[config.mk]
export PLATFORM = sky130hd
export DESIGN_NAME = des_f_serial
export DESIGN_NICKNAME = d
export VERILOG_FILES = /design/src/rtl/des_f_serial.sv
export SDC_FILE = /design/constraint.sdc
export NUM_CORES = 1
export LEC_CHECK = 0
export BUFFER_PORTS_ARGS = -buffer_cell sky130_fd_sc_hd__buf_2
export CAP_MARGIN = 20
export CORE_MARGIN = 1.5
export CORE_UTILIZATION = 40
export DETAILED_ROUTE_END_ITERATION = 12
export SYNTH_ARGS = -nofsm -noshare
export SYNTH_HDL_FRONTEND = slang
export SYNTH_SLANG_ARGS = --single-unit
[constraint.sdc]
create_clock -name clk -period 3.5 [get_ports clk]
set_input_delay 0.7 -clock clk [delete_from_list [all_inputs] [get_ports clk]]
set_output_delay 0.7 -clock clk [all_outputs]
set_load 0.02 [all_outputs]
[src/rtl/des_f_serial.sv]
// des_f_serial: time-multiplexed DES round function f(R,K) = P(S(E(R) xor K)),
// evaluating LOOKUPS S-boxes per cycle behind valid/ready handshakes.
module des_f_serial #(
    parameter int LOOKUPS = 1
) (
    input  logic        clk,
    input  logic        rst,
    input  logic        in_valid,
    output logic        in_ready,
    input  logic [1:32] r_in,
    input  logic [1:48] subkey,
    output logic        out_valid,
    input  logic        out_ready,
    output logic [1:32] f_out
);
    localparam int NSTEP = 8 / LOOKUPS;

    if (LOOKUPS != 1 && LOOKUPS != 2 && LOOKUPS != 4 && LOOKUPS != 8) begin : g_bad_lookups
        $error("des_f_serial: LOOKUPS must be 1, 2, 4 or 8");
    end

    typedef enum logic [1:0] {IDLE, RUN, DONE} state_t;

    state_t      state_q, state_d;
    logic [2:0]  step_q, step_d;
    logic [1:48] x_q, x_d;
    logic [3:0]  s_q [8];
    logic [3:0]  s_d [8];
    logic [1:32] f_q, f_d;
    logic [3:0]  sb [8];
    logic [2:0]  g;

    function automatic logic [1:48] e_exp(input logic [1:32] r);
        return {r[32], r[1:5], r[4:9], r[8:13], r[12:17], r[16:21], r[20:25], r[24:29], r[28:32], r[1]};
    endfunction

    function automatic logic [1:32] p_perm(input logic [1:32] s);
        return {s[16], s[7],  s[20], s[21], s[29], s[12], s[28], s[17],
                s[1],  s[15], s[23], s[26], s[5],  s[18], s[31], s[10],
                s[2],  s[8],  s[24], s[14], s[32], s[27], s[3],  s[9],
                s[19], s[13], s[30], s[6],  s[22], s[11], s[4],  s[25]};
    endfunction

    // Each box always sees its own group; lanes pick which box results to keep by step.
    SBox1 u_sbox1 (.b_i(x_q[1:6]),   .s_o(sb[0]));
    SBox2 u_sbox2 (.b_i(x_q[7:12]),  .s_o(sb[1]));
    SBox3 u_sbox3 (.b_i(x_q[13:18]), .s_o(sb[2]));
    SBox4 u_sbox4 (.b_i(x_q[19:24]), .s_o(sb[3]));
    SBox5 u_sbox5 (.b_i(x_q[25:30]), .s_o(sb[4]));
    SBox6 u_sbox6 (.b_i(x_q[31:36]), .s_o(sb[5]));
    SBox7 u_sbox7 (.b_i(x_q[37:42]), .s_o(sb[6]));
    SBox8 u_sbox8 (.b_i(x_q[43:48]), .s_o(sb[7]));

    always_comb begin
        state_d = state_q;
        step_d  = step_q;
        x_d     = x_q;
        s_d     = s_q;
        f_d     = f_q;
        g       = '0;
        case (state_q)
            IDLE: if (in_valid) begin
                x_d     = e_exp(r_in) ^ subkey;
                step_d  = '0;
                state_d = RUN;
            end
            RUN: begin
                for (int j = 0; j < LOOKUPS; j++) begin
                    g      = 3'(int'(step_q) * LOOKUPS + j);
                    s_d[g] = sb[g];
                end
                step_d = step_q + 3'd1;
                if (step_q == 3'(NSTEP - 1)) begin
                    step_d  = '0;
                    f_d     = p_perm({s_d[0], s_d[1], s_d[2], s_d[3], s_d[4], s_d[5], s_d[6], s_d[7]});
                    state_d = DONE;
                end
            end
            DONE: if (out_ready) state_d = IDLE;
            default: state_d = IDLE;
        endcase
    end

    always_ff @(posedge clk) begin
        if (rst) begin
            state_q <= IDLE;
            step_q  <= '0;
            x_q     <= '0;
            s_q     <= '{default: '0};
            f_q     <= '0;
        end else begin
            state_q <= state_d;
            step_q  <= step_d;
            x_q     <= x_d;
            s_q     <= s_d;
            f_q     <= f_d;
        end
    end

    assign in_ready  = state_q == IDLE;
    assign out_valid = state_q == DONE;
    assign f_out     = f_q;
endmodule

// Standard DES S-boxes: row = outer bits, column = inner four bits.
module SBox1 (
    input  logic [5:0] b_i,
    output logic [3:0] s_o
);
    localparam logic [0:63][3:0] T = 256'hE4D12FB83A6C5907_0F74E2D1A6CB9538_41E8D62BFC973A50_FC8249175B3EA06D;
    assign s_o = T[{b_i[5], b_i[0], b_i[4:1]}];
endmodule

module SBox2 (
    input  logic [5:0] b_i,
    output logic [3:0] s_o
);
    localparam logic [0:63][3:0] T = 256'hF18E6B34972DC05A_3D47F28EC01A69B5_0E7BA4D158C6932F_D8A13F42B67C05E9;
    assign s_o = T[{b_i[5], b_i[0], b_i[4:1]}];
endmodule

module SBox3 (
    input  logic [5:0] b_i,
    output logic [3:0] s_o
);
    localparam logic [0:63][3:0] T = 256'hA09E63F51DC7B428_D709346A285ECBF1_D6498F30B12C5AE7_1AD069874FE3B52C;
    assign s_o = T[{b_i[5], b_i[0], b_i[4:1]}];
endmodule

module SBox4 (
    input  logic [5:0] b_i,
    output logic [3:0] s_o
);
    localparam logic [0:63][3:0] T = 256'h7DE3069A1285BC4F_D8B56F03472C1AE9_A690CB7DF13E5284_3F06A1D8945BC72E;
    assign s_o = T[{b_i[5], b_i[0], b_i[4:1]}];
endmodule

module SBox5 (
    input  logic [5:0] b_i,
    output logic [3:0] s_o
);
    localparam logic [0:63][3:0] T = 256'h2C417AB6853FD0E9_EB2C47D150FA3986_421BAD78F9C5630E_B8C71E2D6F09A453;
    assign s_o = T[{b_i[5], b_i[0], b_i[4:1]}];
endmodule

module SBox6 (
    input  logic [5:0] b_i,
    output logic [3:0] s_o
);
    localparam logic [0:63][3:0] T = 256'hC1AF92680D34E75B_AF427C9561DE0B38_9EF528C3704A1DB6_432C95FABE17608D;
    assign s_o = T[{b_i[5], b_i[0], b_i[4:1]}];
endmodule

module SBox7 (
    input  logic [5:0] b_i,
    output logic [3:0] s_o
);
    localparam logic [0:63][3:0] T = 256'h4B2EF08D3C975A61_D0B7491AE35C2F86_14BDC37EAF680592_6BD814A7950FE23C;
    assign s_o = T[{b_i[5], b_i[0], b_i[4:1]}];
endmodule

module SBox8 (
    input  logic [5:0] b_i,
    output logic [3:0] s_o
);
    localparam logic [0:63][3:0] T = 256'hD2846FB1A93E50C7_1FD8A374C56B0E92_7B419CE206ADF358_21E74A8DFC90356B;
    assign s_o = T[{b_i[5], b_i[0], b_i[4:1]}];
endmodule

Word-level counts from Yosys, hierarchy flattened. Memories as Yosys holds them, arrays and structs flattened. Cells that the tools add are included.

Memory bits (read-only): 2048. Latch bits: 0. Flip-flop bits (word level): 117. Word-level logic and storage cells: 83. Output and inout port bits: 34. Memory bits (writable): 0. Memories: 8.

Memories: (no name shown) (words 64, width 4, rd ports 1, clocked after Yosys merged registers in 0, write ports 0, RTL line 119) `assign s_o = T[{b_i[5], b_i[0], b_i[4:1]}];`; (no name shown) (words 64, width 4, rd ports 1, clocked after Yosys merged registers in 0, write ports 0, RTL line 111) `assign s_o = T[{b_i[5], b_i[0], b_i[4:1]}];`; (no name shown) (words 64, width 4, rd ports 1, clocked after Yosys merged registers in 0, write ports 0, RTL line 127) `assign s_o = T[{b_i[5], b_i[0], b_i[4:1]}];`; (no name shown) (words 64, width 4, rd ports 1, clocked after Yosys merged registers in 0, write ports 0, RTL line 167) `assign s_o = T[{b_i[5], b_i[0], b_i[4:1]}];`; (no name shown) (words 64, width 4, rd ports 1, clocked after Yosys merged registers in 0, write ports 0, RTL line 159) `assign s_o = T[{b_i[5], b_i[0], b_i[4:1]}];`; (no name shown) (words 64, width 4, rd ports 1, clocked after Yosys merged registers in 0, write ports 0, RTL line 135) `assign s_o = T[{b_i[5], b_i[0], b_i[4:1]}];`; 2 more memories.

Shifts and indexed selects: 0. Multipliers: 0. Bitwise operators: 10. Reductions and logical operators: 7. $add $sub $neg: 1. Div/mod/pow operators: 0. Muxes and demuxes: 29. Equal/unequal tests: 6. Order comparisons: 10.

Operator list (number): $mux W4 (19); $ge A7 B7 Y1 const B (8); $not A6 Y7 (8); $xor A48 B48 Y48 (1); $bwmux W32 (1); $bmux W4 S3 (1); $demux W4 S3 (1); $mux W2 (3); $mux W3 (2); $pmux W2 S3 (1); $pmux W3 S2 (1); $reduce_and A2 Y1 (3); $ge A4 B4 Y1 const B (1); $lt A4 B1 Y1 const B (1); $ne A2 B2 Y1 const B (2); $not A3 Y4 (1); $add A3 B1 Y3 const B (1); $eq A3 B3 Y1 const B (1); $reduce_and A3 Y1 (1); $eq A2 B1 Y1 const B (1); $eq A2 B2 Y1 const B (1); $logic_not A2 Y1 (1); $ne A2 B1 Y1 const B (1); $reduce_bool A2 Y1 (1); $logic_and A1 B1 Y1 (1).

Logic depth before layout (Yosys ltp).
Depth in word-level cells: 8. Mapped depth: 11.

Hierarchy. From an unflattened synthesis, not the netlist that was laid out.

Cell total of the unflattened synthesis: 1256. Area, all modules: 10313.6 um^2.

By module, submodules not included: des_f_serial (seq. area each 2342.2 um^2, times used 1, area each 5111.2 um^2, cells each 547); SBox1 (seq. area each 0.0 um^2, times used 1, area each 739.5 um^2, cells each 97); SBox7 (seq. area each 0.0 um^2, times used 1, area each 681.9 um^2, cells each 84); SBox8 (seq. area each 0.0 um^2, times used 1, area each 675.6 um^2, cells each 91); SBox6 (seq. area each 0.0 um^2, times used 1, area each 669.4 um^2, cells each 96); SBox5 (seq. area each 0.0 um^2, times used 1, area each 629.4 um^2, cells each 94); SBox2 (seq. area each 0.0 um^2, times used 1, area each 616.8 um^2, cells each 88); SBox3 (seq. area each 0.0 um^2, times used 1, area each 616.8 um^2, cells each 87); SBox4 (seq. area each 0.0 um^2, times used 1, area each 573.0 um^2, cells each 72).

Worst setup path after synthesis. OpenSTA, ideal clock, no wires.

Path kind: flip-flop to flip-flop. From: register x_q[28] (netlist bit). To: register s_q[27] (netlist bit). Clock period less this slack: 2746 ps. Path slack: 754 ps. Arrival time: 2603 ps. Path buffers: 2. Setup time: 143 ps. Stages on the path, launching flop included: 12. Path through: dfxtp_1 > clkbuf_1 > inv_1 > ha_1 > clkbuf_1 > nand2_1 > o211ai_1 > a211oi_1 > o31ai_1 > o311ai_4 > nor3_4 > a211oi_1.

Cells in the longest elaborated chain, start to end: 8.

RTL lines: start: declaration (RTL line 26) `logic [1:48] x_q, x_d;`; start signal: assignment (RTL line 88) `x_q <= '0;`; start signal: assignment (RTL line 94) `x_q <= x_d;`; $not A6 Y7 (implied by the code) (RTL line 143) `assign s_o = T[{b_i[5], b_i[0], b_i[4:1]}];`; $mem_v2 Z64 W4; $mux W4 (implied by the code) (2 in series) (RTL line 143); $bmux W4 S3 (RTL line 70) `s_d[g] = sb[g];`; $mux W4 (implied by the code) (2 in series) (RTL line 70); $bwmux W32 (RTL line 70); end signal: assignment (RTL line 89) `s_q <= '{default: '0};`; end signal: assignment (RTL line 95) `s_q <= s_d;`; end: declaration (RTL line 27) `logic [3:0] s_q [8];`.

Every way passes these cells. The select of a mux whose other input is x is not followed. A chain may end at the register's enable or synchronous reset.

Worst setup path in the final report.
From: register x_q[11] (netlist bit). To: register s_q[3] (netlist bit).

Cells in the longest elaborated chain, start to end: 8.

RTL lines (RTL line): $not A6 Y7 (implied by the code) (119); $mem_v2 Z64 W4; $mux W4 (implied by the code) (2 in series) (119); $bmux W4 S3 (70); $mux W4 (implied by the code) (2 in series) (70); $bwmux W32 (70).

Every way passes these cells. The select of a mux whose other input is x is not followed.

==> run_results.csv <==
group,metric,value,unit
status,status,"finished, final reports clean",
cells_and_area,regArea,2340,um^2
sta,fmax,325,MHz
global_routing,grt_first_pass_wirelength,44400,um
clock_tree,numCtsBuffers,17,
setup_path,r2r_cells,10,
worst_hold_path,hold_depth,2,
sta,slew_viol_final,0,
sta,rsz0062_at_grt,"no",
cells_and_area,drive_gt1_frac,0.173,
drt,wl_met3,1150,um
setup_path,crit_required,3.77,ns
setup_path,end_kind,"flop",
logic_synthesis,yosys_warnings,0,
clock_tree,holdBufCountCts,0,
setup_path,r2r_slack,0.42,ns
drt,drt-pass1-iter-count,5,
floorplanning,die_w,158,um
clock_tree,root_buffer,"clkbuf_16",
sta,worst_hold_slack,0.476,ns
sta,hold_viol,0,
logic_synthesis,async_flop_share,0,
clock_tree,cts-resized-gates,0,
cells_and_area,n_fill_cell,2378,
drt,wl_met2,12500,um
clock_tree,post_cts_buffers,0,
setup_path,r2r_end,"s_q[3]$_SDFFE_PP0P_",
logic_synthesis,synthFlopType,"dfxtp_1",
floorplanning,start_util,0.409,
drt,finalWirelength,27400,um
logic_synthesis,syn-num-nets,1382,
sta,tns,0,ns
clock_tree,htreeDepth,4,
sta,worst_pin_slew,1.00,ns
floorplanning,ios,118,
global_routing,antenna_found_initial,0,
clock_tree,insertion_delay,0.43,ns
floorplanning,die_area,25100,um^2
logic_synthesis,netlist.area_leader.share,0.242,
drt,wl_met1,13300,um
drt,vias_per_cell,5.63,
logic_synthesis,ys_top_cells_by_area,"dfxtp_1 24%, ha_1 8.4%, a211oi_1 7.8%",
power_and_ir_drop,ir_worst_vdd,234,uV
setup_path,critical-path-slowest-cell,"dfxtp_1",
worst_hold_path,min_to,"s_q[29]$_SDFFE_PP0P_",
place,hpwl,19600,um
drt,routed.top_layer,"met4",
logic_synthesis,yosysTopAreaCell,"dfxtp_1",
global_routing,grt_max_degree,68,
run,maxCapViolCount,0,
logic_synthesis,syn_area,9670,um^2
sta,min_period_over_period,0.879,
place,gp_congestion,0.872,
floorplanning,dieHeight,158,um
drt,route.detailed.drc,0,
drt,vias,9130,
setup_path,start_kind,"flop",
drt,ant_nets,0,
logic_synthesis,ys_seq_elements,117,
drt,routedWlPerCell,16.9,um
place,numPortBuffers,117,
setup_path,cp_max_fo,13,
cells_and_area,multi_input_area,6660,um^2
cells_and_area,antenna_cells,0,
logic_synthesis,syn_area_per_cell,7.84,um^2
sta,slew_headroom,0.331,
clock_tree,clk_path_buf_depth,2,
floorplanning,core,23600,um^2
logic_synthesis,synth.most_common_cell,"nor2_1",
sta,setup_slack,0.424,ns
setup_path,crit_type,"reg -> reg",
global_routing,grt_pass1_vias,8364,
setup_path,max_stage_delay,0.59,ns
worst_hold_path,min_from,"s_q[29]$_SDFFE_PP0P_",
logic_synthesis,yosysSeqAreaShare,0.242,
global_routing,grtUsageTotal,0.223,
logic_synthesis,synth_cell_types,73,
setup_path,crit_family,"compound AO/OA/AOI/OAI gates",
cells_and_area,nets,1440,
logic_synthesis,synth_commonest_cells,"179 x nor2_1, 117 x dfxtp_1, 100 x a211oi_1",
clock_tree,path_clk_slew,0.05,ns
setup_path,path_buf_inv,2,
cells_and_area,area_growth,14.1,%
power_and_ir_drop,p_per_area,418,nW/um^2
global_routing,overflow,0,
sta,finClkSkew,0.00787,ns
sta,setup_viol,0,
sta,fin_crit,3.08,ns
drt,drt_iter0_markers,623,
clock_tree,numClockSinks,117,
setup_path,crit_arrival,3.34,ns
logic_synthesis,netlist_instances,1233,
power_and_ir_drop,leakage,0.00428,uW
place,pre_cts_ws,0.501,ns
worst_hold_path,hold_path_class,"reg -> reg",
clock_tree,cts_tree,"done",
floorplanning,rows,56,
setup_path,crit_chain,"inv_1 -> ha_1 -> a21boi_0 -> o21ai_0 -> o211a_1 -> a311oi_1 -> o31ai_1 -> buf_4 -> nor3_4 -> a211oi_1",
setup_path,timing.rr.start,"x_q[11]$_SDFFE_PP0P_",
logic_synthesis,synth_edf_count,0,
worst reg2reg max path: cells and delay by family, from the launching register on:
kind | cells | cell delay (ns)
AOI/OAI and AO/OA | 6 | 1.00
and+or+nand+nor | 1 | 0.36
adders and majority gates | 1 | 0.54
buffers and inverters | 2 | 0.42
DFF | 1 | 0.59
flip-flops by register name, summed over array words and instances, names as in the netlist:
| signal | cells |
|---|---|
| x_q | 48 |
| step_q | 3 |
| f_out | 32 |
| state_q | 2 |
| s_q | 32 |
area by class of cell:
type,count,area share
Sequential cell,117,0.212
Inverter,45,0.0153
Multi-Input combinational cell,958,0.604
Timing Repair Buffer,152,0.0783
Clock buffer,21,0.0427
Tap cell,319,0.0362
Clock inverter,11,0.0113
cells by family (layout without fill, tap and decap cells):
logic type,Yosys count,after routing,share of synthesized area
compound gates,376,376,0.269
xor+xnor,69,69,0.0625
fa+ha+maj,65,65,0.0841
buf+inv,158,229,0.0692
flops,117,117,0.242
mux,54,54,0.0814
simple gates,394,394,0.191
how the worst max path moves through the flow:
stage	startpoint	cells after the start	endpoint	slack, ns
2_1_floorplan	x_q[28]$_SDFFE_PP0P_	11	s_q[27]$_SDFFE_PP0P_	0.75
3_3_place_gp	x_q[11]$_SDFFE_PP0P_	10	s_q[11]$_SDFFE_PP0P_	0.50
3_5_place_dp	x_q[11]$_SDFFE_PP0P_	10	s_q[19]$_SDFFE_PP0P_	0.50
4_1_cts	x_q[11]$_SDFFE_PP0P_	10	s_q[3]$_SDFFE_PP0P_	0.46
5_1_grt	x_q[11]$_SDFFE_PP0P_	10	f_out[5]$_SDFFE_PP0P_	0.16
6_report	x_q[11]$_SDFFE_PP0P_	10	s_q[3]$_SDFFE_PP0P_	0.42
report_power, final:
| group | total [uW] | internal [uW] | leakage [uW] | switching [uW] |
|---|---|---|---|---|
| clock | 1770 | 1100 | 0.000289 | 667 |
| sequential | 1570 | 1390 | 0.000955 | 175 |
| combinational | 1270 | 568 | 0.00304 | 697 |
| total | 4600 | 3070 | 0.00428 | 1540 |
per-stage QoR:
step	instances	instance area, um^2	util	power, uW
after global routing	1623	11000	0.467	4870
final	1623	11000	0.467	4600
after global placement	1591	10400	0.442	2840
after floorplan	1233	9670	-	2530
after CTS	1623	11000	0.467	4630
after detailed placement	1591	10400	0.442	2850
cells in the final DEF (no fill, tap or decap), types with 8 or more instances in the layout:
cell type  instances
nor3b_1           10
dfxtp_1          117
clkbuf_16         17
inv_1             42
xnor2_1           32
nor2b_1           23
nand3_1           15
o21ai_0           57
buf_4             35
nand2_1           67
a211oi_1         100
o22ai_1           15
buf_2            116
a21oi_1           77
a31oi_1           13
nor3_1            35
nor2_1           179
nand2b_1          15
or3_1             12
mux2i_1           28
a211o_1            9
nand3b_1           9
o211ai_1          18
mux4_2            19
ha_1              65
xor2_1            37
o31ai_1            8
per-layer routing:
layer	vias up	GRT usage
li1	4600	-
met1	4308	0.307
met2	193	0.361
met3	29	0.0376
met4	0	0.0552
met5	-	0
Note: power is estimated with default switching activity, not from simulation.
